File: config.mk
export PLATFORM = sky130hd
export DESIGN_NAME = accumulator_stage
export DESIGN_NICKNAME = d
export VERILOG_FILES = /design/src/rtl/accumulator_pkg.sv /design/src/rtl/acc_adder.sv /design/src/rtl/accumulator_stage.sv
export SDC_FILE = /design/constraint.sdc
export NUM_CORES = 1
export LEC_CHECK = 0
export ABC_CLOCK_PERIOD_IN_PS = 3900
export CAP_MARGIN = 20
export CORE_ASPECT_RATIO = 1.75
export CORE_MARGIN = 3
export CORE_UTILIZATION = 50
export CTS_CLUSTER_SIZE = 16
export DETAILED_ROUTE_END_ITERATION = 7
export GPL_ROUTABILITY_DRIVEN = 0
export HOLD_SLACK_MARGIN = 0.05
export PLACE_DENSITY = 0.84
export SETUP_SLACK_MARGIN = 0.2
export SLEW_MARGIN = 0
export SYNTH_ARGS = -nofsm -noshare
export SYNTH_HDL_FRONTEND = slang
export SYNTH_SLANG_ARGS = --single-unit
File: constraint.sdc
create_clock -name clk -period 3.9 [get_ports clk]
set_clock_uncertainty 0.15 [all_clocks]
set_input_delay 0.975 -clock clk [delete_from_list [all_inputs] [get_ports clk]]
set_output_delay 0.975 -clock clk [all_outputs]
set_load 0.05 [all_outputs]
File: src/rtl/accumulator_pkg.sv
// Shared types and helpers for the accumulator stage.
// Holds the FSM state encoding and a width-generic sign-extension helper.
package accumulator_pkg;

    typedef enum logic [1:0] {
        IDLE = 2'd0,
        ACC  = 2'd1,
        DONE = 2'd2
    } acc_state_t;

    localparam int SEXT_MAX = 128;

    // Sign-extend the low w bits of v to SEXT_MAX bits.
    function automatic logic [SEXT_MAX-1:0] sign_ext(input logic [SEXT_MAX-1:0] v,
                                                     input int unsigned w);
        logic signed [SEXT_MAX-1:0] t;
        t = $signed(v << (SEXT_MAX - w));
        return t >>> (SEXT_MAX - w);
    endfunction

endpackage

File: src/rtl/acc_adder.sv
// Combinational ACC_WIDTH signed adder; zero latency, no handshake.
// ACCUMULATOR_SATURATE_EN clamps on overflow, else wraps; ovf_o flags overflow in both builds.
module acc_adder
    import accumulator_pkg::*;
#(
    parameter int ACC_WIDTH = 48
) (
    input  logic [ACC_WIDTH-1:0] a_i,
    input  logic [ACC_WIDTH-1:0] b_i,
    output logic [ACC_WIDTH-1:0] sum_o,
    output logic                 ovf_o
);

    logic [ACC_WIDTH:0] sum_full;

    assign sum_full = {a_i[ACC_WIDTH-1], a_i} + {b_i[ACC_WIDTH-1], b_i};
    // The extra sign bit disagreeing with the MSB means the true sum left the range.
    assign ovf_o    = sum_full[ACC_WIDTH] ^ sum_full[ACC_WIDTH-1];

`ifdef ACCUMULATOR_SATURATE_EN
    always_comb begin
        sum_o = sum_full[ACC_WIDTH-1:0];
        if (ovf_o) begin
            sum_o = sum_full[ACC_WIDTH] ? {1'b1, {(ACC_WIDTH-1){1'b0}}}
                                        : {1'b0, {(ACC_WIDTH-1){1'b1}}};
        end
    end
`else
    assign sum_o = sum_full[ACC_WIDTH-1:0];
`endif

endmodule

File: src/rtl/accumulator_stage.sv
// Sums num_terms signed products into a wide accumulator; 1 product/cycle, result 1 cycle after last term.
// Holds result until out_ready; start accepted only in IDLE or on the DONE handshake. Macro: ACCUMULATOR_SATURATE_EN.
module accumulator_stage
    import accumulator_pkg::*;
#(
    parameter int IN_WIDTH  = 32,
    parameter int ACC_WIDTH = 48,
    parameter int CNT_WIDTH = 16
) (
    input  logic                 clk,
    input  logic                 arst_n_in,
    input  logic                 start,
    input  logic [CNT_WIDTH-1:0] num_terms,
    input  logic                 prod_valid,
    output logic                 prod_ready,
    input  logic [IN_WIDTH-1:0]  prod_data,
    output logic                 out_valid,
    input  logic                 out_ready,
    output logic [ACC_WIDTH-1:0] out_data,
    output logic                 busy,
    output logic                 ovf
);

    acc_state_t           state_q, state_d;
    logic [ACC_WIDTH-1:0] acc_q, acc_d;
    logic [CNT_WIDTH-1:0] cnt_q, cnt_d;
    logic [ACC_WIDTH-1:0] addend;
    logic [ACC_WIDTH-1:0] add_sum;
    logic                 add_ovf;

    assign addend = ACC_WIDTH'(sign_ext(SEXT_MAX'(prod_data), IN_WIDTH));

    acc_adder #(
        .ACC_WIDTH(ACC_WIDTH)
    ) u_adder (
        .a_i  (acc_q),
        .b_i  (addend),
        .sum_o(add_sum),
        .ovf_o(add_ovf)
    );

`ifdef ACCUMULATOR_SATURATE_EN
    logic ovf_q, ovf_d;
    assign ovf = ovf_q;
`else
    logic unused_add_ovf;
    assign unused_add_ovf = add_ovf;
    assign ovf            = 1'b0;
`endif

    assign prod_ready = (state_q == ACC);
    assign out_valid  = (state_q == DONE);
    assign busy       = (state_q != IDLE);
    assign out_data   = acc_q;

    always_comb begin
        state_d = state_q;
        acc_d   = acc_q;
        cnt_d   = cnt_q;
`ifdef ACCUMULATOR_SATURATE_EN
        ovf_d   = ovf_q;
`endif
        case (state_q)
            IDLE, DONE: begin
                if (state_q == DONE && out_ready) begin
                    state_d = IDLE;
                end
                // A start is taken from IDLE, or from DONE only alongside the result handshake.
                if (start && (state_q == IDLE || out_ready)) begin
                    acc_d   = '0;
                    cnt_d   = num_terms;
                    state_d = (num_terms == '0) ? DONE : ACC;
`ifdef ACCUMULATOR_SATURATE_EN
                    ovf_d   = 1'b0;
`endif
                end
            end
            ACC: begin
                if (prod_valid) begin
                    acc_d = add_sum;
                    cnt_d = cnt_q - CNT_WIDTH'(1);
`ifdef ACCUMULATOR_SATURATE_EN
                    ovf_d = ovf_q | add_ovf;
`endif
                    if (cnt_q == CNT_WIDTH'(1)) begin
                        state_d = DONE;
                    end
                end
            end
            default: state_d = IDLE;
        endcase
    end

    always_ff @(posedge clk or negedge arst_n_in) begin
        if (!arst_n_in) begin
            state_q <= IDLE;
            acc_q   <= '0;
            cnt_q   <= '0;
`ifdef ACCUMULATOR_SATURATE_EN
            ovf_q   <= 1'b0;
`endif
        end else begin
            state_q <= state_d;
            acc_q   <= acc_d;
            cnt_q   <= cnt_d;
`ifdef ACCUMULATOR_SATURATE_EN
            ovf_q   <= ovf_d;
`endif
        end
    end

endmodule

# ---- After elaboration in Yosys (flattened, before gate mapping)
# Cells that the tools add are included.
# Widths: inputs -> output; s select.
dict set report op_classes {
  mux 12
  n_shift 0
  div 0
  n_addsub 2
  mul 0
  n_eq_ne 7
  order_cmp 0
  reduce_logical 10
  bitwise_logic 0
}
# cell n
set ops {}
lappend ops {{$mux 48} 2}
lappend ops {{$pmux 48 s2} 1}
lappend ops {{$add 48x32->48} 1}
lappend ops {{$mux 16} 2}
lappend ops {{$pmux 16 s2} 1}
lappend ops {{$eq 16x1->1 const B} 1}
lappend ops {{$logic_not 16->1} 1}
lappend ops {{$sub 16x1->16 const B} 1}
lappend ops {{$mux 2} 5}
lappend ops {{$reduce_and 3->1} 2}
lappend ops {{$ne 2x2->1 const B} 2}
lappend ops {{$pmux 2 s2} 1}
lappend ops {{$reduce_bool 2->1} 2}
lappend ops {{$ne 3x3->1 const B} 1}
lappend ops {{$eq 2x1->1 const B} 1}
lappend ops {{$eq 2x2->1 const B} 1}
lappend ops {{$logic_and 1x1->1} 2}
lappend ops {{$logic_not 2->1} 1}
lappend ops {{$ne 2x1->1 const B} 1}
lappend ops {{$reduce_or 2->1} 1}
lappend ops {{$logic_or 1x1->1} 1}
dict set report word_totals {
  latch_bits 0
  register_bits 66
  mem_count 0
  rom_bits 0
  ramBits 0
  inputBits 53
  out_inout_bits 52
}

# ---- Longest topological paths before layout
dict set report logic_depth {
  depth_word 5
  depth_mapped 11
  depth_no_buf 11
}

# ---- Modules after synthesis
# A second synthesis with hierarchy kept.
dict set report unflattened {
  cells_unflattened 640
  hier_area_um2 5591.6
}
# module instances area_each_um2 seq_area_each_um2 cells_each
set modules_own_cells {}
lappend modules_own_cells {accumulator_stage 1 2862.7 1651.6 253}
lappend modules_own_cells {acc_adder 1 2728.9 0.0 387}

# ---- Least setup slack after synthesis
# No wires, ideal clock.
dict set report synth_path {
  path_type {input -> register}
  from {input prod_data[7]}
  to {register acc_q[47], in the netlist out_data[47]}
  setup_slack_ps 502
  setup_ps 80
  path_stages 10
  arrival_time_ps 3168
  path_buffers 0
  cell_sequence {ha_1 -> and4_4 -> nand3_2 -> a21oi_4 -> o2111ai_2 -> a21o_1 -> a2111oi_4 -> nor3_2 -> or4b_1 -> o211ai_2}
}
dict set report synth_via {
  elab_chain_cells 3
}
# element line_no
set synth_rtl {}
lappend synth_rtl {{start: declaration} accumulator_stage.sv:16} ;# input logic [IN_WIDTH-1:0] prod_data,
lappend synth_rtl {{$add 48x32->48} acc_adder.sv:16} ;# assign sum_full = {a_i[ACC_WIDTH-1], a_i} + {b_i[ACC_WIDTH-1], b_i};
lappend synth_rtl {{$mux 48} accumulator_stage.sv:79} ;# if (prod_valid) begin
lappend synth_rtl {{$pmux 48 s2} accumulator_stage.sv:63} ;# case (state_q)
lappend synth_rtl {{end signal: assignment} accumulator_stage.sv:97} ;# acc_q <= '0;
lappend synth_rtl {{end signal: assignment} accumulator_stage.sv:104} ;# acc_q <= acc_d;
lappend synth_rtl {{end: declaration} accumulator_stage.sv:25} ;# logic [ACC_WIDTH-1:0] acc_q, acc_d;
# Every way passes these cells. The select of a mux whose other input is x is not followed.
# A chain may end at the register's enable or synchronous reset.

# ---- Worst setup path in the final report
# Ends and elaborated chain as after synthesis.

==> qor.txt <==
fraction of layout cells with a size suffix above 1 -> 16.63%
routed wire length -> 19.20 mm
overall routing resource usage -> 29.55%
CP Class -> in2reg
final net count -> 940
Worst path top cell family by delay -> compound AO/OA/AOI/OAI gates
Cell Chain, Critical Path -> clkdlybuf4s50_1 > ha_1 > and4_4 > a21o_1 > o21bai_2 > o2111ai_2 > a21o_1 > a2111oi_4 > nor3_2 > or4b_4 > o211ai_2
final setup violation count -> 0
CP max stage delay -> 520 ps
routed vias -> 6333
dpl cells -> 949
simple-gate area share of the yosys netlist -> 18.16%
Syn. warnings -> 0
beginning of the critical path -> prod_data[7]
multiplexer share of the synthesized area -> 0.3569%
R2R Setup Slk -> 710 ps
later-pin clock latency in the skew report -> 350 ps
min cycle time layout -> 3646 ps
post-synthesis instance area -> 0.005609 mm2
CTS max path bufs -> 2
total die area -> 0.01258 mm2
worst slew pin tran -> 861.7 ps
Crit path buffers/inverters -> 1
Worst Reg2Reg Path Length in Cells -> 10
worst-path fanout max -> 3
core footprint -> 0.01082 mm2
CTS tree -> yes
maximum VDD drop -> 0.6138 mV
CTS root buffer -> clkbuf_16
WP data arrival -> 3770 ps
Starting Density -> 51.83%
synthesized flop and latch total -> 66
antenna violations before repair -> 0
CP endpoint kind -> register
cells after synthesis -> 681
die width -> 86.07 um
cts bufs inserted -> 9
share of flip-flops with an asynchronous set or reset -> 100.0%
Clock transition at path regs -> 60 ps
total power -> 8026 uW
vias per inst -> 6.515
Slew HR -> 42.02%
status -> complete, no violations
Post-synth top flop -> dfrtp_1
post-route ant nets -> 0
Hold Buf Count CTS -> 0
number of global-route vias before repair -> 6591
DRC Markers -> 0
register area share after synthesis -> 29.44%
slowest CP cell -> or4b_4
area grow syn2layout -> 39.39%
Synth Area in XOR/XNOR -> 6.402%
# diodes -> 0
final hold viol count -> 0
CP dominant cell by count -> a21o_1
largest family of logic cells by synthesized area -> compound AO/OA/AOI/OAI gates
first-pass GRT wire length -> 30.15 mm
Req. time, crit path -> 4020 ps
wire per inst -> 19.76 um
fill count -> 783
grt ovf -> 0
crit share post-route -> 93.50%
Finished Layout Cells -> 972
crit start category -> primary input
PwrDens -> 1027 mW/mm2
distinct cell type count after synthesis -> 78
reg2reg end -> out_data[47]
end point of the critical path -> out_data[47]
Pleak -> 0.003458 uW
net count after synthesis -> 784
HPWL after DPL -> 14.07 mm
Die H -> 146.1 um
max frequency -> 0.2742 GHz
Avg Synthesized Cell Area -> 8.237 um2
critical path depth in cells -> 11
TritonRoute pass-1 iters -> 7
EDFF count, synth -> 0
largest net degree at the start of global routing -> 37
I/O pin cnt -> 105
reg-to-reg startpoint -> out_data[20]
Compound-Gate Fraction of Synth Area -> 30.78%
Layout Utilization -> 72.24%
IO buf count -> 103
hold crit path type -> reg2reg
# clock sinks -> 66
RSZ-0062 raised after global routing -> yes
maxcap violations -> 0
Max Slew Vio Count -> 0
1st-iter DRT viols -> 409
CTS HTree Levels -> 3
Adder-Cell Fraction of Synth Area -> 11.29%
setup_tns -> 0 ps
row count -> 50
[per-stage QoR]
stage               hold WS [ps]  setup WS, ps  area [um2]
global route               380.9         96.33        7819
detailed placement         337.9        -163.9        7191
finish                     347.0         253.7        7819
global placement           332.2        -41.21        7191
CTS                        350.8         206.8        7518
floorplan                  301.4         501.7        5609
[report_power, final]
| part | internal (uW) | leakage, uW | total, uW | switching (uW) |
|---|---|---|---|---|
| sequential | 1030 | 0.000807 | 1410 | 379 |
| clock | 578 | 0.000155 | 911 | 333 |
| combinational | 2320 | 0.00250 | 5710 | 3390 |
| total | 3930 | 0.00346 | 8030 | 4100 |
[cell usage after synthesis, drive strengths merged, types with 6 or more instances]
cell type / count / area share (%)
nand2: 99 / 6.7
a31oi: 8 / 0.89
xnor2: 18 / 2.8
dfrtp: 66 / 29
ha: 49 / 11
clkbuf: 20 / 1.3
or3: 6 / 0.71
inv: 8 / 0.54
o31ai: 8 / 1.2
nand4: 15 / 1.7
o21bai: 6 / 0.87
a21oi: 58 / 5.4
a211oi: 8 / 1.2
o21ai: 82 / 7.4
nor2: 40 / 2.7
nand2b: 6 / 0.67
nor3: 15 / 1.4
nor4: 9 / 1.0
a21o: 34 / 4.6
buf: 13 / 1.6
nand3: 7 / 0.71
o21a: 11 / 1.5
xor2: 23 / 3.6
[state kept, by name (all words and copies together), names as in the netlist]
register and count:
state_q 2, out_data 48, cnt_q 16
[cell usage in the layout (no fill, tap or decap), types with 18 or more instances in the layout]
master	n
a21oi_1	53
dfrtp_1	66
nor2_1	39
clkdlybuf4s50_1	92
buf_4	72
ha_1	35
xnor2_1	18
nand2_1	96
xor2_1	23
a21o_1	33
o21ai_0	75
[per-layer routing]
| metal | up-vias | global-route usage [%] | wire, um |
|---|---|---|---|
| met5 | - | 0 | 0 |
| met4 | 0 | 19.65 | 1314 |
| met3 | 138 | 5.025 | 1319 |
| met2 | 385 | 54.37 | 10400 |
| met1 | 2970 | 29.13 | 6171 |
| li1 | 2840 | - | - |
[worst min path at each step]
stage | slack [ps] | cells after the start | to | start
after floorplan | 300 | 2 | cnt_q[9] | cnt_q[9]
after global placement | 330 | 2 | cnt_q[9] | cnt_q[9]
after detailed placement | 340 | 2 | cnt_q[9] | cnt_q[9]
after CTS | 350 | 2 | cnt_q[9] | cnt_q[9]
after global routing | 380 | 2 | cnt_q[9] | cnt_q[9]
final | 350 | 2 | cnt_q[9] | cnt_q[9]
[timing repair]
action | CTS | global route
setup endpoints to repair | 2 | 15
gates resized for setup | 0 | 40
buffers inserted | 0 | 7
pin swaps | 2 | 21
endpoints found under the hold margin | 0 | 0
[worst reg2reg max path: stages, from the launching register on]
cell and delay (ps):
dfrtp_1 430, ha_4 310, nand4_1 220, or3_4 460
o22ai_4 140, nor3_1 70, a21o_1 220, a2111oi_4 420
nor3_2 100, or4b_4 520, o211ai_2 80
[logic make-up (layout without fill, tap and decap cells)]
group,after synthesis,in the layout
flops,66,66
mux,2,2
other cells,1,1
simple gates,217,217
compound gates,262,262
xor+xnor,41,41
buf+inv,42,203
fa+ha+maj,50,50
[cell type report]
cell class	instances	area (um2)	share of cell area [%]
Multi-Input combinational cell	573	3991	51.05
Sequential cell	66	1652	21.12
Timing Repair Buffer	178	1652	21.12
Clock buffer	10	239.0	3.056
Tap cell	130	162.7	2.080
Clock inverter	6	88.84	1.136
Inverter	9	33.78	0.4321
(Power assumes the default switching activity.)
